==> src/rtl/card_judge_multi.sv <==
// Round judge: accumulates per-player hand scores from a serial card stream
// and issues a one-cycle verdict (winner, bust mask, best score, illegal flag).
module card_judge_multi #(
    parameter int NUM_PLAYERS      = 2,
    parameter int CARDS_PER_PLAYER = 5,
    parameter int TARGET           = 21,
    parameter int ACE_HIGH         = 0,
    localparam int SW = $clog2(11*CARDS_PER_PLAYER+1),
    localparam int WW = $clog2(NUM_PLAYERS+1)
) (
    input  logic                   clk,
    input  logic                   rst_n,
    input  logic                   in_valid,
    input  logic [3:0]             card,
    output logic                   out_valid,
    output logic [WW-1:0]          winner,
    output logic [NUM_PLAYERS-1:0] bust,
    output logic [SW-1:0]          score_max,
    output logic                   err
);

    localparam int CNW = (CARDS_PER_PLAYER > 1) ? $clog2(CARDS_PER_PLAYER) : 1;
    localparam int PW  = (NUM_PLAYERS > 1) ? $clog2(NUM_PLAYERS) : 1;
    localparam int CW  = $clog2(CARDS_PER_PLAYER+1);
    localparam logic [31:0] TGT = 32'(TARGET);

    typedef enum logic [1:0] {IDLE, COLLECT, JUDGE, OUT} state_t;

    state_t                 state_q;
    logic [CNW-1:0]         card_q;
    logic [PW-1:0]          plr_q;
    logic [SW-1:0]          sum_q  [NUM_PLAYERS];
    logic [CW-1:0]          soft_q [NUM_PLAYERS];
    logic [NUM_PLAYERS-1:0] bust_q;
    logic                   err_q;

    logic [WW-1:0]          res_win_q;
    logic [NUM_PLAYERS-1:0] res_bust_q;
    logic [SW-1:0]          res_score_q;
    logic                   res_err_q;

    logic                   accept;
    logic                   last_card;
    logic                   legal;
    logic [31:0]            val;
    logic [31:0]            sum_d;
    logic [CW-1:0]          soft_d;
    logic [SW-1:0]          j_max;
    logic [WW-1:0]          j_cnt;
    logic [WW-1:0]          j_win;

    always_comb begin
        accept    = in_valid && (state_q != JUDGE);
        last_card = accept && (card_q == CNW'(CARDS_PER_PLAYER-1))
                           && (plr_q == PW'(NUM_PLAYERS-1));
    end

    // Score update for the player currently being dealt to; a soft ace is
    // demoted from 11 to 1 at most once per card.
    always_comb begin
        legal = (card != 4'd0) && (card <= 4'd13);
        val   = 32'(card);
        if (!legal)
            val = '0;
        else if (card >= 4'd10)
            val = 32'd10;
        else if (card == 4'd1 && ACE_HIGH != 0)
            val = 32'd11;
        sum_d  = 32'(sum_q[plr_q]) + val;
        soft_d = soft_q[plr_q];
        if (ACE_HIGH != 0 && card == 4'd1)
            soft_d = soft_d + CW'(1);
        if (ACE_HIGH != 0 && sum_d > TGT && soft_d != '0) begin
            sum_d  = sum_d - 32'd10;
            soft_d = soft_d - CW'(1);
        end
    end

    always_comb begin
        j_max = '0;
        for (int unsigned i = 0; i < NUM_PLAYERS; i++)
            if (!bust_q[i] && sum_q[i] > j_max)
                j_max = sum_q[i];
        j_cnt = '0;
        j_win = '0;
        for (int unsigned i = 0; i < NUM_PLAYERS; i++)
            if (!bust_q[i] && sum_q[i] == j_max) begin
                j_cnt = j_cnt + WW'(1);
                j_win = WW'(i + 1);
            end
        if (j_cnt != WW'(1))
            j_win = '0;
    end

    always_ff @(posedge clk or negedge rst_n) begin
        if (!rst_n) begin
            state_q     <= IDLE;
            card_q      <= '0;
            plr_q       <= '0;
            for (int unsigned i = 0; i < NUM_PLAYERS; i++) begin
                sum_q[i]  <= '0;
                soft_q[i] <= '0;
            end
            bust_q      <= '0;
            err_q       <= 1'b0;
            res_win_q   <= '0;
            res_bust_q  <= '0;
            res_score_q <= '0;
            res_err_q   <= 1'b0;
            out_valid   <= 1'b0;
            winner      <= '0;
            bust        <= '0;
            score_max   <= '0;
            err         <= 1'b0;
        end else begin
            out_valid <= 1'b0;
            winner    <= '0;
            bust      <= '0;
            score_max <= '0;
            err       <= 1'b0;

            case (state_q)
                IDLE:    if (accept) state_q <= COLLECT;
                COLLECT: if (last_card) state_q <= JUDGE;
                JUDGE:   state_q <= OUT;
                OUT:     state_q <= accept ? COLLECT : IDLE;
                default: state_q <= IDLE;
            endcase

            // Verdict is captured while leaving JUDGE so the round state can
            // be cleared on OUT entry and an OUT-cycle card starts clean.
            if (state_q == JUDGE) begin
                res_win_q   <= j_win;
                res_bust_q  <= bust_q;
                res_score_q <= j_max;
                res_err_q   <= err_q;
                for (int unsigned i = 0; i < NUM_PLAYERS; i++) begin
                    sum_q[i]  <= '0;
                    soft_q[i] <= '0;
                end
                bust_q <= '0;
                err_q  <= 1'b0;
            end

            if (state_q == OUT) begin
                out_valid <= 1'b1;
                winner    <= res_win_q;
                bust      <= res_bust_q;
                score_max <= res_score_q;
                err       <= res_err_q;
            end

            if (accept) begin
                sum_q[plr_q]  <= SW'(sum_d);
                soft_q[plr_q] <= soft_d;
                bust_q[plr_q] <= bust_q[plr_q] | (sum_d > TGT);
                if (!legal)
                    err_q <= 1'b1;
                if (card_q == CNW'(CARDS_PER_PLAYER-1)) begin
                    card_q <= '0;
                    plr_q  <= (plr_q == PW'(NUM_PLAYERS-1)) ? '0 : plr_q + PW'(1);
                end else begin
                    card_q <= card_q + CNW'(1);
                end
            end
        end
    end

endmodule

==> config.mk <==
export PLATFORM = sky130hd
export DESIGN_NAME = card_judge_multi
export DESIGN_NICKNAME = d
export VERILOG_FILES = /design/src/rtl/card_judge_multi.sv
export SDC_FILE = /design/constraint.sdc
export NUM_CORES = 1
export LEC_CHECK = 0
export ABC_AREA = 1
export CELL_PAD_IN_SITES_DETAIL_PLACEMENT = 1
export CELL_PAD_IN_SITES_GLOBAL_PLACEMENT = 2
export CORE_MARGIN = 2
export CORE_UTILIZATION = 32
export CTS_BUF_LIST = sky130_fd_sc_hd__clkbuf_8
export CTS_CLUSTER_DIAMETER = 30
export DETAILED_ROUTE_END_ITERATION = 10
export GPL_TIMING_DRIVEN = 0
export PLACE_DENSITY = 0.76
export SETUP_SLACK_MARGIN = 0.3
export SYNTH_ARGS = -nofsm -noshare
export SYNTH_HDL_FRONTEND = slang
export SYNTH_SLANG_ARGS = --single-unit
==> constraint.sdc <==
create_clock -name clk -period 2.6 [get_ports clk]
set_clock_uncertainty 0.15 [all_clocks]
set_input_delay 0.39 -clock clk [delete_from_list [all_inputs] [get_ports clk]]
set_output_delay 0.39 -clock clk [all_outputs]
set_load 0.05 [all_outputs]
Yosys cells after proc, flatten, opt, wreduce, memory -nomap -nowiden:

Index checks and enable logic that the tools add are counted.
W data, S select, Z words.

* output and inout port bits: 12
* flip-flop bits (word level): 44
* bits of input ports: 7

* add/subtract/negate cells: 4
* order comparisons: 9
* multiplexer cells: 37
* equality and inequality tests: 10
* reduce and logical (&&, ||, !) cells: 16
* bitwise operators: 2

Operator list (count)
* $mux W6: 7
* $add A6 B32 Y32: 1
* $gt A32 B5 Y1 const B: 1
* $mux W12: 2
* $mux W2: 9
* $bwmux W12: 1
* $eq A6 B6 Y1: 2
* $mux W1: 11
* $logic_and A1 B1 Y1: 10
* $mux W4: 2
* $pmux W2 S4: 1
* $demux W6 S1: 1
* $gt A6 B1 Y1 const B: 1
* $gt A6 B6 Y1: 1
* $ne A2 B2 Y1 const B: 3
* $eq A2 B2 Y1 const B: 2
* $ge A4 B4 Y1 const B: 1
* $le A4 B4 Y1 const B: 1
* $reduce_and A2 Y1: 2
* $reduce_bool A4 Y1: 1
* $add A3 B1 Y3 const B: 1
* $eq A3 B3 Y1 const B: 1
* $mux W3: 1
* $add A2 B1 Y2 const B: 1
* other kinds (13): 14

Logic depth before layout (Yosys ltp):

Gate-level depths: netlist of run 1.

* depth in word-level cells: 13
* gate-level depth with buffers: 19
* gate-level depth less buffers: 19

Worst setup path before layout of run 1:

No wires, ideal clock.

* path kind: register to register
* start point: register plr_q
* end point: register bust_q[0]
* cell stages (with the launch flop): 15
* setup slack: 0.146 ns
* setup time: 0.117 ns
* arrival time: 2.187 ns
* period minus slack after synthesis: 2.454 ns
* cells stage by stage: dfrtp_1 buf_2 buf_1 nand2_1 o21ai_0 ha_1 inv_1 fa_1 o21ai_0 xnor2_1 inv_1 nand2_1 nand4_1 nand2_1 nand2_1

* cells in the longest elaborated chain, start to end: 9
* elaborated cells between the ends (all ways): 16

Ends and longest elaborated chain
* from (decl): RTL line 31 `logic [PW-1:0] plr_q;`
* from (signal assigned): RTL line 161 `plr_q <= (plr_q == PW'(NUM_PLAYERS-1)) ? '0 : plr_q + PW'(1);`
* $not A1 Y2
* $mux W6 (implied by the code) (3 in a row): RTL line 69 `sum_d = 32'(sum_q[plr_q]) + val;`
* $add A6 B32 Y32: RTL line 69
* $gt A32 B5 Y1: RTL line 156 `bust_q[plr_q] <= bust_q[plr_q] | (sum_d > TGT);`
* $or A1 B1 Y1: RTL line 156
* $bwmux W2 *: RTL line 156
* $mux W2 *: RTL line 153 `if (accept) begin`
* to (signal, indexed assignment): RTL line 156
* to (decl): RTL line 34 `logic [NUM_PLAYERS-1:0] bust_q;`

Every way passes the cells marked *; elsewhere a longest branch is shown, timed or not. The select of a mux whose other input is x is not followed.
A chain may end at the register's enable or synchronous reset.

Worst setup path in the final report of run 1:

* start point: register sum_q[10] in the netlist's numbering
* end point: register res_win_q[1]

* cells in the longest elaborated chain, start to end: 13
* elaborated cells between the ends (all ways): 16

Ends and longest elaborated chain
* from (decl): RTL line 32 `logic [SW-1:0] sum_q [NUM_PLAYERS];`
* from (signal, indexed assignment): RTL line 154 `sum_q[plr_q] <= SW'(sum_d);`
* $gt A6 B1 Y1: RTL line 82 `if (!bust_q[i] && sum_q[i] > j_max)`
* $logic_and A1 B1 Y1: RTL line 82
* $mux W6: RTL line 82
* $gt A6 B6 Y1: RTL line 82
* $logic_and A1 B1 Y1: RTL line 82
* $mux W6: RTL line 82
* $eq A6 B6 Y1: RTL line 87 `if (!bust_q[i] && sum_q[i] == j_max) begin`
* $logic_and A1 B1 Y1: RTL line 87
* $mux W1: RTL line 87
* $add A2 B1 Y2: RTL line 88 `j_cnt = j_cnt + WW'(1);`
* $mux W2: RTL line 87
* $ne A2 B1 Y1: RTL line 91 `if (j_cnt != WW'(1))`
* $mux W2 *: RTL line 91
* to (signal assigned): RTL line 133 `res_win_q <= j_win;`
* to (decl): RTL line 37 `logic [WW-1:0] res_win_q;`

Every way passes the cells marked *; elsewhere a longest branch is shown, timed or not.

==> results of run 1 <==
-- state kept, by name, summed over array words and instances (netlist names) --
name	cells
bust	2
res_score_q	6
out_valid	1
res_bust_q	2
bust_q	2
err_q	1
err	1
res_win_q	2
score_max	6
card_q	3
sum_q	12
res_err_q	1
winner	2
state_q	2
plr_q	1
-- repair_timing --
action / 4_1_cts / 5_1_grt
hold endpoints to repair: 12 / 0
hold buffers: 1 / 0
endpoints found under the setup margin: 15 / 17
pin swaps: 38 / 39
resized for setup: 79 / 49
gates cloned: 2 / 1
setup buffers: 38 / 11
-- logic make-up after synthesis --
| group | after synthesis |
|---|---|
| AO/OA/AOI/OAI | 49 |
| XOR/XNOR | 5 |
| adder cells (fa/ha/maj) | 17 |
| buffers and inverters | 65 |
| flip-flops | 44 |
| AND/OR/NAND/NOR | 165 |
-- synthesized netlist by cell type (all sizes together) --
library cell,instances,area (um2)
fa,1,20.02
o31ai,2,15.01
nand4,7,43.79
clkbuf,2,7.510
o22ai,1,6.260
clkinv,2,7.510
nand3b,2,15.01
a21oi,10,53.80
nand2,76,295.3
nor2,37,161.4
o32ai,1,8.760
buf,7,45.03
a21o,1,7.510
xor2,4,35.03
inv,54,202.7
ha,16,200.2
dfrtp,44,1101
xnor2,1,8.760
nand3,42,235.2
o21ai,28,140.1
or3,1,6.260
a31oi,6,37.54
-- cell type report --
cell class	count	area (um2)	share of cell area, %
Sequential cell	44	1104	27.78
Tap cell	105	131.4	3.307
Inverter	56	212.7	5.354
Buffer	9	81.33	2.047
Multi-Input combinational cell	236	1677	42.20
Timing Repair Buffer	72	645.6	16.25
Clock inverter	2	38.79	0.9764
Clock buffer	6	82.58	2.079
-- through the flow --
step	hold slack (ns)	worst slack, ns	setup TNS, ns
final	0.3255	-0.005347	-0.005347
after global routing	0.3521	-0.1833	-0.3427
after CTS	0.3305	-0.001511	-0.001511
after detailed placement	0.1736	-0.5709	-2.706
after global placement	0.2964	-0.5071	-16.89
after floorplan	-0.05559	0.3042	0
-- metal layers --
metal | up-vias | track usage [%] | wire length (um)
li1 | 1269 | - | -
met1 | 1263 | 24.79 | 3646
met3 | 13 | 3.399 | 247
met5 | - | 0 | 0
met2 | 51 | 33.92 | 4566
met4 | 0 | 5.072 | 153
-- critical path, stage by stage, from the launching register on --
cell     delay (ns)
dfrtp_1        0.44
nor2_2         0.07
nand3_2        0.08
nand2_4        0.08
nor2_4         0.12
inv_2          0.07
ha_4           0.27
nand2_4        0.04
nor2_4         0.13
nand2_2        0.08
nand3_4        0.11
nand2_8        0.09
buf_6          0.13
nand3_1        0.07
o21ai_1        0.12
nor2_4         0.17
nand2_2        0.08
nor2_4         0.10
nand3_2        0.07
nand2_1        0.07
-- cells in the final DEF (no fill, tap or decap), drive strengths merged --
cell type       n
o31ai           2
xnor2           1
clkinv          3
a21oi          10
clkdlybuf4s15   2
o22ai           1
o32ai           1
inv            54
o21ai          28
or3             1
nand3          42
clkdlybuf4s50  13
fa              1
a31oi           6
dfrtp          44
a21o            1
nand2          76
dlygate4sd3     1
xor2            4
nand4           7
bufinv          1
nand3b          2
nor2           37
ha             16
buf            60
clkbuf         11
-- path summary, 6_finish.rpt --
kind,start,endpoint,slack [ns],cells after the start
setup / recovery,sum_q[10],res_win_q[1],-0.005,19
hold / removal,res_win_q[0],winner[0],0.33,2
setup reg to reg,sum_q[10],res_win_q[1],-0.005,19
hold reg to reg,res_win_q[0],winner[0],0.33,2
max in group asynchronous,rst_n,bust_q[0],1.42,3
min in group asynchronous,rst_n,sum_q[7],0.38,2
==> impl_metrics.json, run 1 <==
{
  "status": "finished with violations",
  "violations": "setup timing",
  "drive_gt1_share_pct": 39.53,
  "gr-total-overflow": 0,
  "finish.instance_area_um2": 3973,
  "die_width_um": 95.07,
  "design.portCount": 19,
  "rsz0062_at_grt": "yes",
  "synth_compound_area_share_pct": 10.14,
  "drv_slew": 0,
  "startpoint_type": "flop",
  "synth-simple-area-share_pct": 28.52,
  "yosysSeqAreaShare_pct": 41.49,
  "die_area_um2": 9037,
  "grt_pass1_vias": 2728,
  "clk_pin_slew_ns": 0.09,
  "clock_sinks": 44,
  "synth_mux_area_share_pct": 0,
  "synth-xor-area-share_pct": 1.650,
  "grt_max_degree": 33,
  "synth_fa_ha_area_share_pct": 8.298,
  "grt_pass1_wl_mm": 13.42,
  "synth_top_family_by_area": "simple AND/OR/NAND/NOR gates",
  "clkLatencyLatePin_ns": 0.31,
  "worstMarginPinSlew_ns": 0.6036,
  "io_buffers": 18,
  "synth-seq-cells": 44,
  "finalCritPeriodShare_pct": 100.2,
  "drt_iter0_drc": 90,
  "antenna_left": 0,
  "end_kind": "flop",
  "area_delta_synth_final_pct": 49.69,
  "synthDistinctLibCells": 33,
  "clockRootBuffer": "clkbuf_8",
  "place_hpwl_mm": 5.595,
  "fin_cells": 530,
  "min_path_type": "flop to flop",
  "syn-num-nets": 369,
  "path_max_fanout": 6,
  "die_y_um": 95.07,
  "finalSetupViolCount": 1,
  "final.min_clock_period_ns": 2.605,
  "htreeDepth": 2,
  "rows": 33,
  "cp.arrival_ns": 2.71,
  "dp_cells": 469,
  "cp_data_required_time_ns": 2.70,
  "drtPass1Iterations": 4,
  "core_um2": 8134,
  "relSlewSlack_pct": 59.34,
  "post-route-util_pct": 48.84,
  "syn_area_per_cell_um2": 7.692,
  "initial_core_util_pct": 32.63,
  "yosysWarnings": 0,
  "layout_setup_ws_ns": -0.005347,
  "cts_buffers": 5,
  "netlist_area_um2": 2654,
  "routedWlPerCell_um": 16.25,
  "cts_tree": "built",
  "grt_util_all_layers_pct": 19.44,
  "final_hold_viol_count": 0,
  "clk_path_buf_depth": 2,
  "drc": 0,
  "gp_congestion": 0.7917,
  "crit_type": "flop to flop",
  "nets": 448,
  "antenna_cells": 0,
  "viasPerCell": 4.898,
  "fill_cells": 954,
  "placed_cell_area_um2": 3019,
  "fmax_mhz": 383.8,
  "maxCapViolCount": 0,
  "antenna_found_initial": 0,
  "drt-total-wl_mm": 8.613,
  "vias": 2596,
  "syn_inst": 345
}
Power of run 1 is left out: the tool's default activity adds up to more than one toggle a clock period on the data nets, which glitch-free logic cannot reach.
==> inputs of run 2 (changes only) <==
--- a/config.mk
+++ b/config.mk
@@ -15,6 +15,7 @@
 export DETAILED_ROUTE_END_ITERATION = 10
 export GPL_TIMING_DRIVEN = 0
 export PLACE_DENSITY = 0.76
+export RECOVER_POWER = 50
 export SETUP_SLACK_MARGIN = 0.3
 export SYNTH_ARGS = -nofsm -noshare
 export SYNTH_HDL_FRONTEND = slang
==> run 2 against run 1 <==
The run still ends with setup timing left. Die area is the same. Sequential share of layout area grew 0.17 points. Non-clock buffer count is the same. Sequential cell count is the same. Register-to-register slack is essentially flat. Utilization shrank 0.29 points. Via count is essentially flat. Design area shrank 0.60%. Final cell count is the same. Wire length shrank 0.15%. First-iteration DRC count is the same.
==> impl_metrics.json, run 2 (synthesis results as in run 1) <==
{
  "rsz0062_at_grt": "yes",
  "cp.arrival_ns": 2.71,
  "drive_gt1_share_pct": 39.06,
  "crit_type": "flop to flop",
  "end_kind": "flop",
  "die_area_um2": 9037,
  "layout_setup_ws_ns": -0.009050,
  "cp_data_required_time_ns": 2.70,
  "largest-register": "sum_q",
  "most-common-layout-cells": "nand2_1, buf_4, dfrtp_1",
  "clockRootBuffer": "clkbuf_8",
  "rows": 33,
  "startpoint_type": "flop",
  "slowest_delay_ns": 0.44,
  "clk_pin_slew_ns": 0.09,
  "grt_max_degree": 33,
  "fmax_mhz": 383.3,
  "relSlewSlack_pct": 46.22,
  "status": "finished with violations",
  "finalSetupViolCount": 1,
  "drt-total-wl_mm": 8.600,
  "antenna_cells": 0,
  "maxCapViolCount": 0,
  "clk_path_buf_depth": 2,
  "routedWlPerCell_um": 16.23,
  "cts_tree": "built",
  "largestRegisters": "sum_q: 12 flops, res_score_q: 6 flops, score_max: 6 flops",
  "worstMarginPinSlew_ns": 0.8067,
  "cts_buffers": 5,
  "drv_slew": 0,
  "finalCritPeriodShare_pct": 100.3,
  "violations": "setup timing",
  "final_common_cell": "nand2_1",
  "antenna_found_initial": 0,
  "path_max_fanout": 6,
  "grt_pass1_vias": 2728,
  "area_delta_synth_final_pct": 48.80,
  "drt_iter0_drc": 90,
  "clkLatencyLatePin_ns": 0.31,
  "min_path_type": "flop to flop",
  "clock_sinks": 44,
  "vias": 2595,
  "place_hpwl_mm": 5.595,
  "viasPerCell": 4.896,
  "initial_core_util_pct": 32.63,
  "design.portCount": 19,
  "io_buffers": 18,
  "die_width_um": 95.07,
  "nets": 448,
  "final.min_clock_period_ns": 2.609,
  "gr-total-overflow": 0,
  "core_um2": 8134,
  "die_y_um": 95.07,
  "drtPass1Iterations": 4,
  "dp_worst_setup_slack_ns": -0.5709,
  "gp_congestion": 0.7917,
  "grt_pass1_wl_mm": 13.42,
  "crit_chain": "nor2_2 -> nand3_2 -> nand2_4 -> nor2_4 -> inv_2 -> ha_4 -> nand2_4 -> nor2_4 -> nand2_2 -> nand3_4 -> nand2_8 -> buf_6 -> nand3_1 -> o21ai_1 -> nor2_4 -> nand2_2 -> nor2_4 -> nand3_2 -> nand2_1",
  "worst_path_most_repeated_cell": "nor2_4",
  "antenna_left": 0,
  "drc": 0,
  "final_hold_viol_count": 0,
  "slowest_stage": "dfrtp_1",
  "htreeDepth": 2,
  "grt_util_all_layers_pct": 19.44,
  "largest_register_ffs": 12
}
[run 2: stage by stage]
step / instances / util (%) / hold WS, ns / setup TNS [ns] / cell area (um2)
2_1_floorplan: 345 / - / -0.05559 / 0 / 2693
3_3_place_gp: 468 / 36.93 / 0.2964 / -16.89 / 3004
3_5_place_dp: 469 / 37.12 / 0.1736 / -2.706 / 3019
4_1_cts: 518 / 45.82 / 0.3305 / -0.001511 / 3727
5_1_grt: 530 / 48.55 / 0.3521 / -0.3427 / 3949
6_report: 530 / 48.55 / 0.3255 / -0.009050 / 3949
[run 2: repair_timing]
item / 4_1_cts / 5_1_grt
resized for setup: 79 / 49
setup buffers: 38 / 11
cloned: 2 / 1
pin swaps: 38 / 39
hold endpoints to repair: 12 / 0
endpoints found under the setup margin: 15 / 17
hold buffers: 1 / 0
[run 2: cell type report]
type	instances	area, um2
plain buffers	9	81.33
clock buffers	6	82.58
clock inverters	2	38.79
fillers	957	4185
inverters	56	212.7
multi-input cells	236	1669
flip-flops and latches	44	1104
well taps	105	131.4
repair buffers	72	629.4
[run 2: critical path, delay by kind of cell, from the launching register on]
family                   cells  cell delay, ns
AND/OR/NAND/NOR             15            1.37
flip-flops                   1            0.44
adder cells (fa/ha/maj)      1            0.27
buffers and inverters        2            0.20
AO/OA/AOI/OAI                1            0.12
[run 2: final timing paths]
check	slack (ns)	cells after the start	to	start
max	-0.009	19	res_win_q[1]	sum_q[10]
max reg2reg	-0.009	19	res_win_q[1]	sum_q[10]
min reg2reg	0.33	2	winner[0]	res_win_q[0]
max in group asynchronous	0.46	3	bust_q[0]	rst_n
min in group asynchronous	0.52	2	sum_q[11]	rst_n
min	0.33	2	winner[0]	res_win_q[0]
[run 2: layer usage]
metal | vias to the layer above | GRT usage (%) | part of all wire, %
li1 | 1270 | - | -
met1 | 1264 | 24.79 | 43
met2 | 48 | 33.92 | 53
met3 | 13 | 3.399 | 2.5
met4 | 0 | 5.072 | 1.8
met5 | - | 0 | 0
Power of run 2 is left out for the same reason.
==> inputs of run 3 (changes only) <==
--- a/config.mk
+++ b/config.mk
@@ -7,14 +7,14 @@
 export LEC_CHECK = 0
 export ABC_AREA = 1
 export CELL_PAD_IN_SITES_DETAIL_PLACEMENT = 1
-export CELL_PAD_IN_SITES_GLOBAL_PLACEMENT = 2
+export CELL_PAD_IN_SITES_GLOBAL_PLACEMENT = 1
 export CORE_MARGIN = 2
-export CORE_UTILIZATION = 32
+export CORE_UTILIZATION = 41
 export CTS_BUF_LIST = sky130_fd_sc_hd__clkbuf_8
 export CTS_CLUSTER_DIAMETER = 30
 export DETAILED_ROUTE_END_ITERATION = 10
 export GPL_TIMING_DRIVEN = 0
-export PLACE_DENSITY = 0.76
+export PLACE_DENSITY = 0.77
 export RECOVER_POWER = 50
 export SETUP_SLACK_MARGIN = 0.3
 export SYNTH_ARGS = -nofsm -noshare
==> run 3 against run 2 <==
Non-clock buffer count fell by 2. Fmax fell by 5.4%. Wire length rose by 11%. Final cell count fell by 5.7%. Via count rose by 5.3%. Critical endpoint is now res_win_q[0]. The run still ends with setup timing left. Sequential cell count did not move. Die area fell by 21%. Sequential share of layout area rose by 1.2 points. Worst hold slack got worse by 0.00057 ns. Global-route usage rose by 5.0 points.
==> impl_metrics.json, run 3 (synthesis results as in run 1) <==
{
  "min_path_type": "flop to flop",
  "drv_slew": 0,
  "cts_tree": "built",
  "final_common_cell": "nand2_1",
  "fmax_mhz": 362.8,
  "clock_sinks": 44,
  "critical-path-top-delay-family": "simple AND/OR/NAND/NOR gates",
  "status": "finished with violations",
  "die_area_um2": 7132,
  "post-route-util_pct": 59.89,
  "end_kind": "flop",
  "hp-start": "res_win_q[1]",
  "met3_usage_pct": 4.228,
  "crit_type": "flop to flop",
  "die_y_um": 84.45,
  "drt_iter0_drc": 170,
  "fill_cells": 755,
  "rr_endpoint": "res_win_q[0]",
  "routedWlPerCell_um": 19.11,
  "largestRegisters": "sum_q: 12 flops, res_score_q: 6 flops, score_max: 6 flops",
  "clkLatencyLatePin_ns": 0.32,
  "clockRootBuffer": "clkbuf_8",
  "path_max_fanout": 5,
  "worstMarginPinSlew_ns": 1.023,
  "finish.instance_area_um2": 3781,
  "antenna_cells": 0,
  "drc": 0,
  "rows": 29,
  "nets": 446,
  "regToRegSetupSlack_ns": -0.16,
  "grt_pass1_wl_mm": 13.70,
  "grt_max_degree": 30,
  "io_buffers": 18,
  "rr_startpoint": "sum_q[7]",
  "die_width_um": 84.45,
  "crit_chain": "nor2_2 -> nand3_2 -> nand2_4 -> nor2_4 -> inv_2 -> ha_4 -> a21oi_2 -> nand3_4 -> buf_6 -> buf_4 -> nand4_1 -> nand2_1 -> nor2_1 -> nand3_1 -> nor2_1 -> nand3_2 -> nand2_1",
  "min_to": "winner[1]",
  "htreeDepth": 2,
  "multi_input_area_um2": 1599,
  "slowest_stage": "dfrtp_1",
  "area_delta_synth_final_pct": 42.48,
  "rsz0062_at_grt": "yes",
  "drt-total-wl_mm": 9.555,
  "placed_cell_area_um2": 2984,
  "drive_gt1_share_pct": 35.46,
  "place_hpwl_mm": 5.375,
  "largest-register": "sum_q",
  "initial_core_util_pct": 42.03,
  "area.sequential_um2": 1104,
  "cp_data_required_time_ns": 2.71,
  "busiest_layer": "met2",
  "gp_congestion": 0.8855,
  "core_um2": 6314,
  "grt_pass1_vias": 2805,
  "vias": 2732,
  "crit_buf_inv": 3,
  "gr-total-overflow": 0,
  "design.portCount": 19,
  "finalCritPeriodShare_pct": 106.0,
  "largest_register_ffs": 12,
  "grt_use_met1_pct": 29.24,
  "layout_setup_ws_ns": -0.1566,
  "maxCapViolCount": 0,
  "grt_util_all_layers_pct": 24.46,
  "viasPerCell": 5.464,
  "antenna_left": 0,
  "use_met2_pct": 43.22,
  "relSlewSlack_pct": 31.81,
  "slowest_delay_ns": 0.46,
  "violations": "setup timing",
  "antenna_found_initial": 0,
  "finalSetupViolCount": 3,
  "final_hold_viol_count": 0,
  "cp.arrival_ns": 2.87,
  "startpoint_type": "flop",
  "rr_worst_depth": 17,
  "most-common-layout-cells": "nand2_1, buf_4, inv_1, dfrtp_1, nand3_1",
  "cts_buffers": 5,
  "clk_pin_slew_ns": 0.09,
  "final.min_clock_period_ns": 2.757,
  "min_path_cells": 2,
  "clk_path_buf_depth": 2,
  "drtPass1Iterations": 4
}
run 3: cell count changes in the layout (fill, tap and decap cells not counted), moves of 4 or more:
| cell | previous run | this run |
|---|---|---|
| nand3_2 | 22 | 17 |
| nand2_1 | 61 | 65 |
| o21ai_0 | 13 | 17 |
| nand3_1 | 19 | 23 |
| buf_6 | 9 | 5 |
| ha_1 | 10 | 14 |
run 3: tightest hold or removal path, stage by stage (launching register included):
cell	delay [ns]
dfrtp_1	0.35
nand2_1	0.05
inv_1	0.04
run 3: how the worst max path moves through the flow:
stage	slack [ns]	endpoint	cells past startpoint	start
floorplan	0.30	res_win_q[0]	18	sum_q[9]
global placement	-0.47	bust_q[1]	17	card[3]
detailed placement	-0.51	bust_q[1]	17	card[3]
CTS	0.02	res_win_q[1]	19	sum_q[10]
global route	-0.24	res_win_q[0]	17	sum_q[7]
finish	-0.16	res_win_q[0]	17	sum_q[7]
run 3: area by class of cell:
| class | instances | area share, % |
|---|---|---|
| plain buffers | 9 | 2.052 |
| clock buffers | 5 | 1.820 |
| clock inverters | 3 | 1.224 |
| inverters | 56 | 5.559 |
| multi-input cells | 236 | 42.29 |
| flip-flops and latches | 44 | 29.19 |
| well taps | 77 | 2.548 |
| repair buffers | 70 | 15.32 |
run 3: routing by layer:
| metal | wire length [um] | share of wire [%] |
|---|---|---|
| met1 | 3874 | 41 |
| met2 | 4870 | 51 |
| met3 | 372 | 3.9 |
| met4 | 437 | 4.6 |
| met5 | 0 | 0 |
run 3: stage by stage:
| stage | TNS [ns] | std cells | hold WS, ns | setup WS, ns |
|---|---|---|---|---|
| after floorplan | 0 | 345 | -0.05559 | 0.3042 |
| after global placement | -16.26 | 440 | 0.2945 | -0.4686 |
| after detailed placement | -2.457 | 441 | 0.2084 | -0.5079 |
| after CTS | 0 | 479 | 0.3299 | 0.01565 |
| after global routing | -0.6996 | 500 | 0.3540 | -0.2421 |
| final | -0.3103 | 500 | 0.3249 | -0.1566 |
run 3: what timing repair did:
item	4_1_cts	5_1_grt
hold buffers	1	0
resized for setup	51	53
pin swaps	30	36
buffers inserted	27	21
gates cloned	2	0
setup endpoints to repair	15	22
endpoints found under the hold margin	15	0
Power of run 3 is left out for the same reason.
